<file path="src/rtl/usb_mux_pkg.sv">
`default_nettype none
// ============================================================================
//  Module      : usb_mux_pkg
//  Description : Shared types and constants for the EP1 OUT composite
//                command demultiplexer (FSM encoding, signatures, helpers).
//  Revision    : 1.0 - initial release
// ============================================================================
package usb_mux_pkg;

    localparam int MUX_STATE_W = 3;

    typedef enum logic [MUX_STATE_W-1:0] {
        ST_IDLE      = 3'd0,
        ST_FWD_HDR   = 3'd1,
        ST_FWD_BODY  = 3'd2,
        ST_WAIT_DONE = 3'd3,
        ST_DROP      = 3'd4
    } mux_state_t;

    // Well-known first-word signatures of the class engines
    localparam logic [31:0] CBW_SIG = 32'h43425355;
    localparam logic [31:0] RAW_SIG = 32'h46525751;

    // Width of an interface index; never narrower than one bit
    function automatic int if_idx_w(input int n);
        return (n > 1) ? $clog2(n) : 1;
    endfunction

endpackage
`default_nettype wire

</file>
<file path="src/rtl/usb_sig_classifier.sv">
`default_nettype none
// ============================================================================
//  Module      : usb_sig_classifier
//  Description : Combinational match of a header word against the signature
//                table; the lowest matching interface index wins.
//  Revision    : 1.0 - initial release
// ============================================================================
module usb_sig_classifier
    import usb_mux_pkg::*;
#(
    parameter int                       NUM_IF    = 4,
    parameter int                       DATA_W    = 32,
    parameter logic [NUM_IF*DATA_W-1:0] SIG_TABLE = '0
) (
    input  logic [DATA_W-1:0]          word,
    output logic                       hit,
    output logic [$clog2(NUM_IF)-1:0]  index
);

    localparam int IF_W = $clog2(NUM_IF);

    // Scan from the top down so the lowest matching slot overrides the rest;
    // an all-zero slot means "no signature" and can never match.
    always_comb begin
        hit   = 1'b0;
        index = '0;
        for (int i = NUM_IF - 1; i >= 0; i--) begin
            if ((SIG_TABLE[i*DATA_W +: DATA_W] != '0) &&
                (SIG_TABLE[i*DATA_W +: DATA_W] == word)) begin
                hit   = 1'b1;
                index = i[IF_W-1:0];
            end
        end
    end

endmodule
`default_nettype wire

</file>
<file path="src/rtl/usb_composite_mux_n.sv">
`default_nettype none
// ============================================================================
//  Module      : usb_composite_mux_n
//  Description : Routes framed EP1 OUT command packets to one of NUM_IF
//                class engines chosen by first-word signature or software
//                force, with header skid register, enable mask, stall
//                timeout/drain and per-interface statistics.
//  Revision    : 1.0 - initial release
// ============================================================================
module usb_composite_mux_n
    import usb_mux_pkg::*;
#(
    parameter int                       NUM_IF         = 4,
    parameter int                       DATA_W         = 32,
    parameter logic [NUM_IF*DATA_W-1:0] SIG_TABLE      = {32'h0, 32'h0, RAW_SIG, CBW_SIG},
    parameter int                       DEFAULT_IF     = 0,
    parameter int                       TIMEOUT_CYCLES = 65535,
    parameter int                       CNT_W          = 32
) (
    input  logic                        clk,
    input  logic                        rst,
    input  logic [DATA_W-1:0]           ep_rx_data,
    input  logic                        ep_rx_valid,
    input  logic                        ep_rx_last,
    output logic                        ep_rx_ready,
    output logic [NUM_IF*DATA_W-1:0]    if_cmd_data,
    output logic [NUM_IF-1:0]           if_cmd_valid,
    output logic [NUM_IF-1:0]           if_cmd_last,
    input  logic [NUM_IF-1:0]           if_cmd_ready,
    input  logic [NUM_IF-1:0]           if_busy,
    input  logic [NUM_IF-1:0]           if_enable,
    input  logic                        sw_force_en,
    input  logic [$clog2(NUM_IF)-1:0]   sw_force_if,
    output logic [$clog2(NUM_IF)-1:0]   active_if,
    output logic                        locked,
    output logic [2:0]                  mux_state,
    output logic [NUM_IF*CNT_W-1:0]     pkt_count,
    output logic [CNT_W-1:0]            drop_count,
    output logic [CNT_W-1:0]            timeout_count
);

    localparam int               IF_W        = $clog2(NUM_IF);
    localparam logic [IF_W:0]    NUM_EXT     = (IF_W+1)'(NUM_IF);
    localparam logic [IF_W:0]    DEFAULT_EXT = (DEFAULT_IF < NUM_IF) ? (IF_W+1)'(DEFAULT_IF) : NUM_EXT;
    localparam bit               TO_EN       = (TIMEOUT_CYCLES > 0);
    localparam int               TO_W        = (TIMEOUT_CYCLES > 1) ? $clog2(TIMEOUT_CYCLES) : 1;
    localparam logic [TO_W-1:0]  TO_LAST     = TO_W'((TIMEOUT_CYCLES > 0) ? TIMEOUT_CYCLES - 1 : 0);

    mux_state_t                      state;
    logic [DATA_W-1:0]               hdr_reg;
    logic                            hdr_last;
    logic [IF_W-1:0]                 target;
    logic                            dropped;
    logic [TO_W-1:0]                 stall_cnt;
    logic [NUM_IF-1:0][CNT_W-1:0]    pkt_cnt;
    logic [NUM_IF-1:0][DATA_W-1:0]   cmd_data;

    logic                            sig_hit;
    logic [IF_W-1:0]                 sig_idx;
    logic [IF_W:0]                   req_if;
    logic                            req_ok;
    logic                            ep_hs;
    logic                            timeout_now;
    logic [TO_W-1:0]                 stall_next;

    usb_sig_classifier #(
        .NUM_IF    (NUM_IF),
        .DATA_W    (DATA_W),
        .SIG_TABLE (SIG_TABLE)
    ) u_classifier (
        .word  (ep_rx_data),
        .hit   (sig_hit),
        .index (sig_idx)
    );

    // Resolve the requested interface; one extra bit lets an out-of-range
    // default or force be recognised instead of aliasing onto a real port.
    always_comb begin
        if (sw_force_en)
            req_if = {1'b0, sw_force_if};
        else if (sig_hit)
            req_if = {1'b0, sig_idx};
        else
            req_if = DEFAULT_EXT;
    end

    assign req_ok      = (req_if < NUM_EXT) && if_enable[req_if[IF_W-1:0]];
    assign ep_hs       = ep_rx_valid && ep_rx_ready;
    assign timeout_now = TO_EN && (stall_cnt == TO_LAST);
    assign stall_next  = TO_EN ? stall_cnt + TO_W'(1) : '0;

    assign mux_state   = state;
    assign pkt_count   = pkt_cnt;
    assign if_cmd_data = cmd_data;

    // Steering of header / body words onto the latched target channel
    always_comb begin
        cmd_data     = '0;
        if_cmd_valid = '0;
        if_cmd_last  = '0;
        ep_rx_ready  = 1'b0;
        case (state)
            ST_IDLE: begin
                // Reset is asynchronous, so hold off acceptance while it is asserted
                ep_rx_ready = !rst;
            end
            ST_FWD_HDR: begin
                cmd_data[target]     = hdr_reg;
                if_cmd_valid[target] = 1'b1;
                if_cmd_last[target]  = hdr_last;
            end
            ST_FWD_BODY: begin
                cmd_data[target]     = ep_rx_data;
                if_cmd_valid[target] = ep_rx_valid;
                if_cmd_last[target]  = ep_rx_last;
                ep_rx_ready          = if_cmd_ready[target];
            end
            ST_DROP: begin
                ep_rx_ready = 1'b1;
            end
            default: begin
                ep_rx_ready = 1'b0;
            end
        endcase
    end

    // Packet FSM with capture, stall supervision and statistics
    always_ff @(posedge clk or posedge rst) begin
        if (rst) begin
            state         <= ST_IDLE;
            hdr_reg       <= '0;
            hdr_last      <= 1'b0;
            target        <= '0;
            dropped       <= 1'b0;
            stall_cnt     <= '0;
            active_if     <= '0;
            locked        <= 1'b0;
            pkt_cnt       <= '0;
            drop_count    <= '0;
            timeout_count <= '0;
        end else begin
            case (state)
                ST_IDLE: begin
                    stall_cnt <= '0;
                    if (ep_hs) begin
                        hdr_reg  <= ep_rx_data;
                        hdr_last <= ep_rx_last;
                        target   <= req_if[IF_W-1:0];
                        if (req_ok) begin
                            state                     <= ST_FWD_HDR;
                            dropped                   <= 1'b0;
                            locked                    <= 1'b1;
                            active_if                 <= req_if[IF_W-1:0];
                            pkt_cnt[req_if[IF_W-1:0]] <= pkt_cnt[req_if[IF_W-1:0]] + CNT_W'(1);
                        end else begin
                            state      <= ep_rx_last ? ST_WAIT_DONE : ST_DROP;
                            dropped    <= 1'b1;
                            drop_count <= drop_count + CNT_W'(1);
                        end
                    end
                end
                ST_FWD_HDR: begin
                    if (if_cmd_ready[target]) begin
                        state     <= hdr_last ? ST_WAIT_DONE : ST_FWD_BODY;
                        stall_cnt <= '0;
                    end else if (timeout_now) begin
                        // A one-word packet has nothing left on the bus to flush
                        state         <= hdr_last ? ST_IDLE : ST_DROP;
                        dropped       <= 1'b1;
                        locked        <= 1'b0;
                        stall_cnt     <= '0;
                        timeout_count <= timeout_count + CNT_W'(1);
                    end else begin
                        stall_cnt <= stall_next;
                    end
                end
                ST_FWD_BODY: begin
                    if (ep_hs) begin
                        stall_cnt <= '0;
                        if (ep_rx_last)
                            state <= ST_WAIT_DONE;
                    end else if (timeout_now) begin
                        state         <= ST_DROP;
                        dropped       <= 1'b1;
                        locked        <= 1'b0;
                        stall_cnt     <= '0;
                        timeout_count <= timeout_count + CNT_W'(1);
                    end else begin
                        stall_cnt <= stall_next;
                    end
                end
                ST_WAIT_DONE: begin
                    if (dropped || !if_busy[target]) begin
                        state     <= ST_IDLE;
                        locked    <= 1'b0;
                        stall_cnt <= '0;
                    end else if (timeout_now) begin
                        state         <= ST_IDLE;
                        locked        <= 1'b0;
                        stall_cnt     <= '0;
                        timeout_count <= timeout_count + CNT_W'(1);
                    end else begin
                        stall_cnt <= stall_next;
                    end
                end
                ST_DROP: begin
                    stall_cnt <= '0;
                    if (ep_hs && ep_rx_last)
                        state <= ST_WAIT_DONE;
                end
                default: begin
                    state  <= ST_IDLE;
                    locked <= 1'b0;
                end
            endcase
        end
    end

endmodule
`default_nettype wire

</file>
<file path="config.mk">
export PLATFORM = sky130hd
export DESIGN_NAME = usb_composite_mux_n
export DESIGN_NICKNAME = d
export VERILOG_FILES = /design/src/rtl/usb_mux_pkg.sv /design/src/rtl/usb_sig_classifier.sv /design/src/rtl/usb_composite_mux_n.sv
export SDC_FILE = /design/constraint.sdc
export NUM_CORES = 1
export LEC_CHECK = 0
export ABC_CLOCK_PERIOD_IN_PS = 7700
export CAP_MARGIN = 20
export CORE_MARGIN = 5
export CORE_UTILIZATION = 44
export DETAILED_ROUTE_END_ITERATION = 12
export GPL_ROUTABILITY_DRIVEN = 0
export PLACE_DENSITY = 0.78
export SLEW_MARGIN = 25
export SYNTH_ARGS = -nofsm -noshare
export SYNTH_HDL_FRONTEND = slang
export SYNTH_SLANG_ARGS = --single-unit
</file>
<file path="constraint.sdc">
create_clock -name clk -period 7.7 [get_ports clk]
set_clock_uncertainty 0.2 [all_clocks]
set_input_delay 1.155 -clock clk [delete_from_list [all_inputs] [get_ports clk]]
set_output_delay 1.155 -clock clk [all_outputs]
set_load 0.05 [all_outputs]
</file>
==> flow_summary.json <==
{
  "die_width_um": 184.4,
  "cp_max_fo": 19,
  "period_minus_slack_ns": 5.767,
  "routed_wl_um": 44950,
  "drcViolationCount": 0,
  "async_flop_share": 1.000,
  "cts_tree": "built",
  "max_slew_margin": 0.3092,
  "postSynthCellCount": 1533,
  "via_count": 12803,
  "yosysWarningCount": 0,
  "drive_gt1_frac": 0.06646,
  "largest_reg_flops": 128,
  "final_common_cell": "clkdlybuf4s50_1",
  "dp_hpwl_um": 32200,
  "syn2layout_area_growth_pct": 37.73,
  "grt_use_met1": 0.3551,
  "worstSetupEndpointType": "flip-flop",
  "synth_edf_count": 0,
  "post-route-worst-setup-slack_ns": 1.933,
  "drv_slew": 0,
  "track_usage": 0.2545,
  "io_buffer_count": 385,
  "final_nets": 1934,
  "clockBufferDepth": 3,
  "avgSynthCellArea_sq_um": 8.732,
  "antenna_found_initial": 1,
  "avgViaCountPerCell": 5.598,
  "numCtsBuffers": 28,
  "power.leakage_nw": 7.710,
  "start_util": 0.4481,
  "grt_pass1_wl_um": 69860,
  "first_pass_iters": 7,
  "dp_cells": 2238,
  "die_h_um": 184.4,
  "clk_latency_ns": 0.54,
  "num_rows": 63,
  "ant_nets": 0,
  "post_drt_wl_per_cell_um": 19.66,
  "post-route-period-util": 0.7489,
  "postCtsResizedCells": 0,
  "finalHoldViolCount": 0,
  "cts-root-buf": "clkbuf_16",
  "preCtsSetupSlack_ns": 1.431,
  "grt_max_degree": 87,
  "clock-sinks": 250,
  "crit_type": "in -> reg",
  "holdWs_ns": 0.2722,
  "vdd_ir_drop_max_mv": 0.3547,
  "fmax_ghz": 0.1734,
  "final.setup.tns_ns": 0,
  "synth_cell_types": 66,
  "fin_cells": 2287,
  "synth_seq_area_share": 0.4673,
  "grt.overflow.total": 0,
  "grt_pass1_vias": 12376,
  "synth_ff_type": "dfrtp_1",
  "critPathArrivalTime_ns": 5.98,
  "place_area_sq_um": 17580,
  "outcome": "complete, no violations",
  "grt_setup_unrepaired": "no",
  "p_per_area_nw_per_um2": 361.3,
  "critPathRequiredTime_ns": 7.91,
  "cts_hold_buffers": 0,
  "startpoint_type": "primary input",
  "postCtsSetupBuffers": 0,
  "ys_ff_latch": 250,
  "top_usage_layer": "met2",
  "use_met2": 0.4080,
  "core_sq_um": 29870,
  "hold_class": "reg -> reg",
  "use_met3": 0.03592,
  "syn_area_sq_um": 13390,
  "die_area_sq_um": 34010,
  "drt_iter0_drc": 890,
  "cap_violations": 0,
  "synth_fp_nets": 1589,
  "htree_levels": 1,
  "final_cell_area_sq_um": 18440,
  "ioPinCount": 386,
  "setup_viol": 0,
  "clk_pin_slew_worst_paths_ns": 0.06,
  "worst_slew_pin_slew_ns": 1.028,
  "most-common-layout-cells": "384 x clkdlybuf4s50_1, 298 x nand2_1, 250 x dfrtp_1, 215 x nor2_1, 137 x o21ai_0"
}
## power by group
group / total, W / leakage [nW] / switching (W) / internal, W
Clock: 0.00126 / 0.429 / 0.000527 / 0.000730
Combinational: 0.00337 / 3.97 / 0.00231 / 0.00106
Sequential: 0.00204 / 3.31 / 0.000384 / 0.00165
Total: 0.00666 / 7.71 / 0.00322 / 0.00344
## cells in the mapped netlist (5+ instances only)
cell type	instances	area share
nand2_1	299	0.084
and2_1	9	0.0042
nand3_1	59	0.022
o221ai_1	8	0.0052
and3_1	21	0.0098
or3_1	6	0.0028
xor2_1	39	0.026
clkbuf_1	82	0.023
a31oi_1	14	0.0065
o22ai_1	18	0.0084
dfrtp_1	250	0.47
and4_1	5	0.0033
ha_1	5	0.0047
nor3_1	19	0.0071
nand3b_1	5	0.0028
buf_2	5	0.0019
inv_1	15	0.0042
mux2_2	35	0.029
xnor2_1	57	0.037
a21oi_1	31	0.012
o21ai_1	10	0.0037
a211oi_1	6	0.0034
o221a_2	7	0.0059
mux2i_1	58	0.043
nor2_1	216	0.061
o21ai_0	138	0.052
nand2b_1	6	0.0028
nor2b_1	11	0.0051
nand4_1	28	0.013
## critical path, stage by stage
cell and delay (ns):
clkdlybuf4s50_1 0.46, nor4b_1 0.80, nand4_1 0.45, o31ai_4 0.90, o221a_2 0.43, ha_1 0.26, nand3_4 0.13, or3b_4 0.45
or4_4 0.57, xnor2_2 0.24, o21ai_1 0.11
## metal layers
layer | wire length, um | part of all wire
met2 | 21120 | 0.47
met5 | 0 | 0
met1 | 19210 | 0.43
met4 | 1695 | 0.038
met3 | 2926 | 0.065
## path summary, 6_finish.rpt
| kind | startpoint | end | slack (ns) | cells past startpoint |
|---|---|---|---|---|
| worst max register to register | target[0] | timeout_count[26] | 3.75 | 8 |
| worst min register to register | drop_count[31] | drop_count[31] | 0.27 | 1 |
| max in group asynchronous | rst | pkt_count[64] | 4.66 | 4 |
| min in group asynchronous | rst | timeout_count[10] | 0.92 | 2 |
| worst min-delay path | drop_count[31] | drop_count[31] | 0.27 | 1 |
| worst max-delay path | ep_rx_data[28] | pkt_count[22] | 1.93 | 11 |
## cell type report
cell class	count	area, sq um
diodes	1	2.502
clock buffers	41	820.8
clock inverters	7	35.03
fillers	2443	11440
inverters	16	63.81
multi-input cells	1177	6756
flip-flops and latches	250	6256
well taps	390	488.0
repair buffers	405	4015
## cells by family after synthesis
family	share of synthesized area
DFF	0.4673
buffers and inverters	0.03019
muxes	0.07786
and+or+nand+nor	0.2377
adders and majority gates	0.004673
xor gates and xnor gates	0.06403
AOI/OAI and AO/OA	0.1182
## stage by stage
stage / power, W / utilization
2_1_floorplan: 0.004207 / -
3_3_place_gp: 0.005346 / 0.5882
3_5_place_dp: 0.005403 / 0.5883
4_1_cts: 0.006683 / 0.6170
5_1_grt: 0.006982 / 0.6172
6_report: 0.006661 / 0.6172
(Power assumes the default switching activity.)
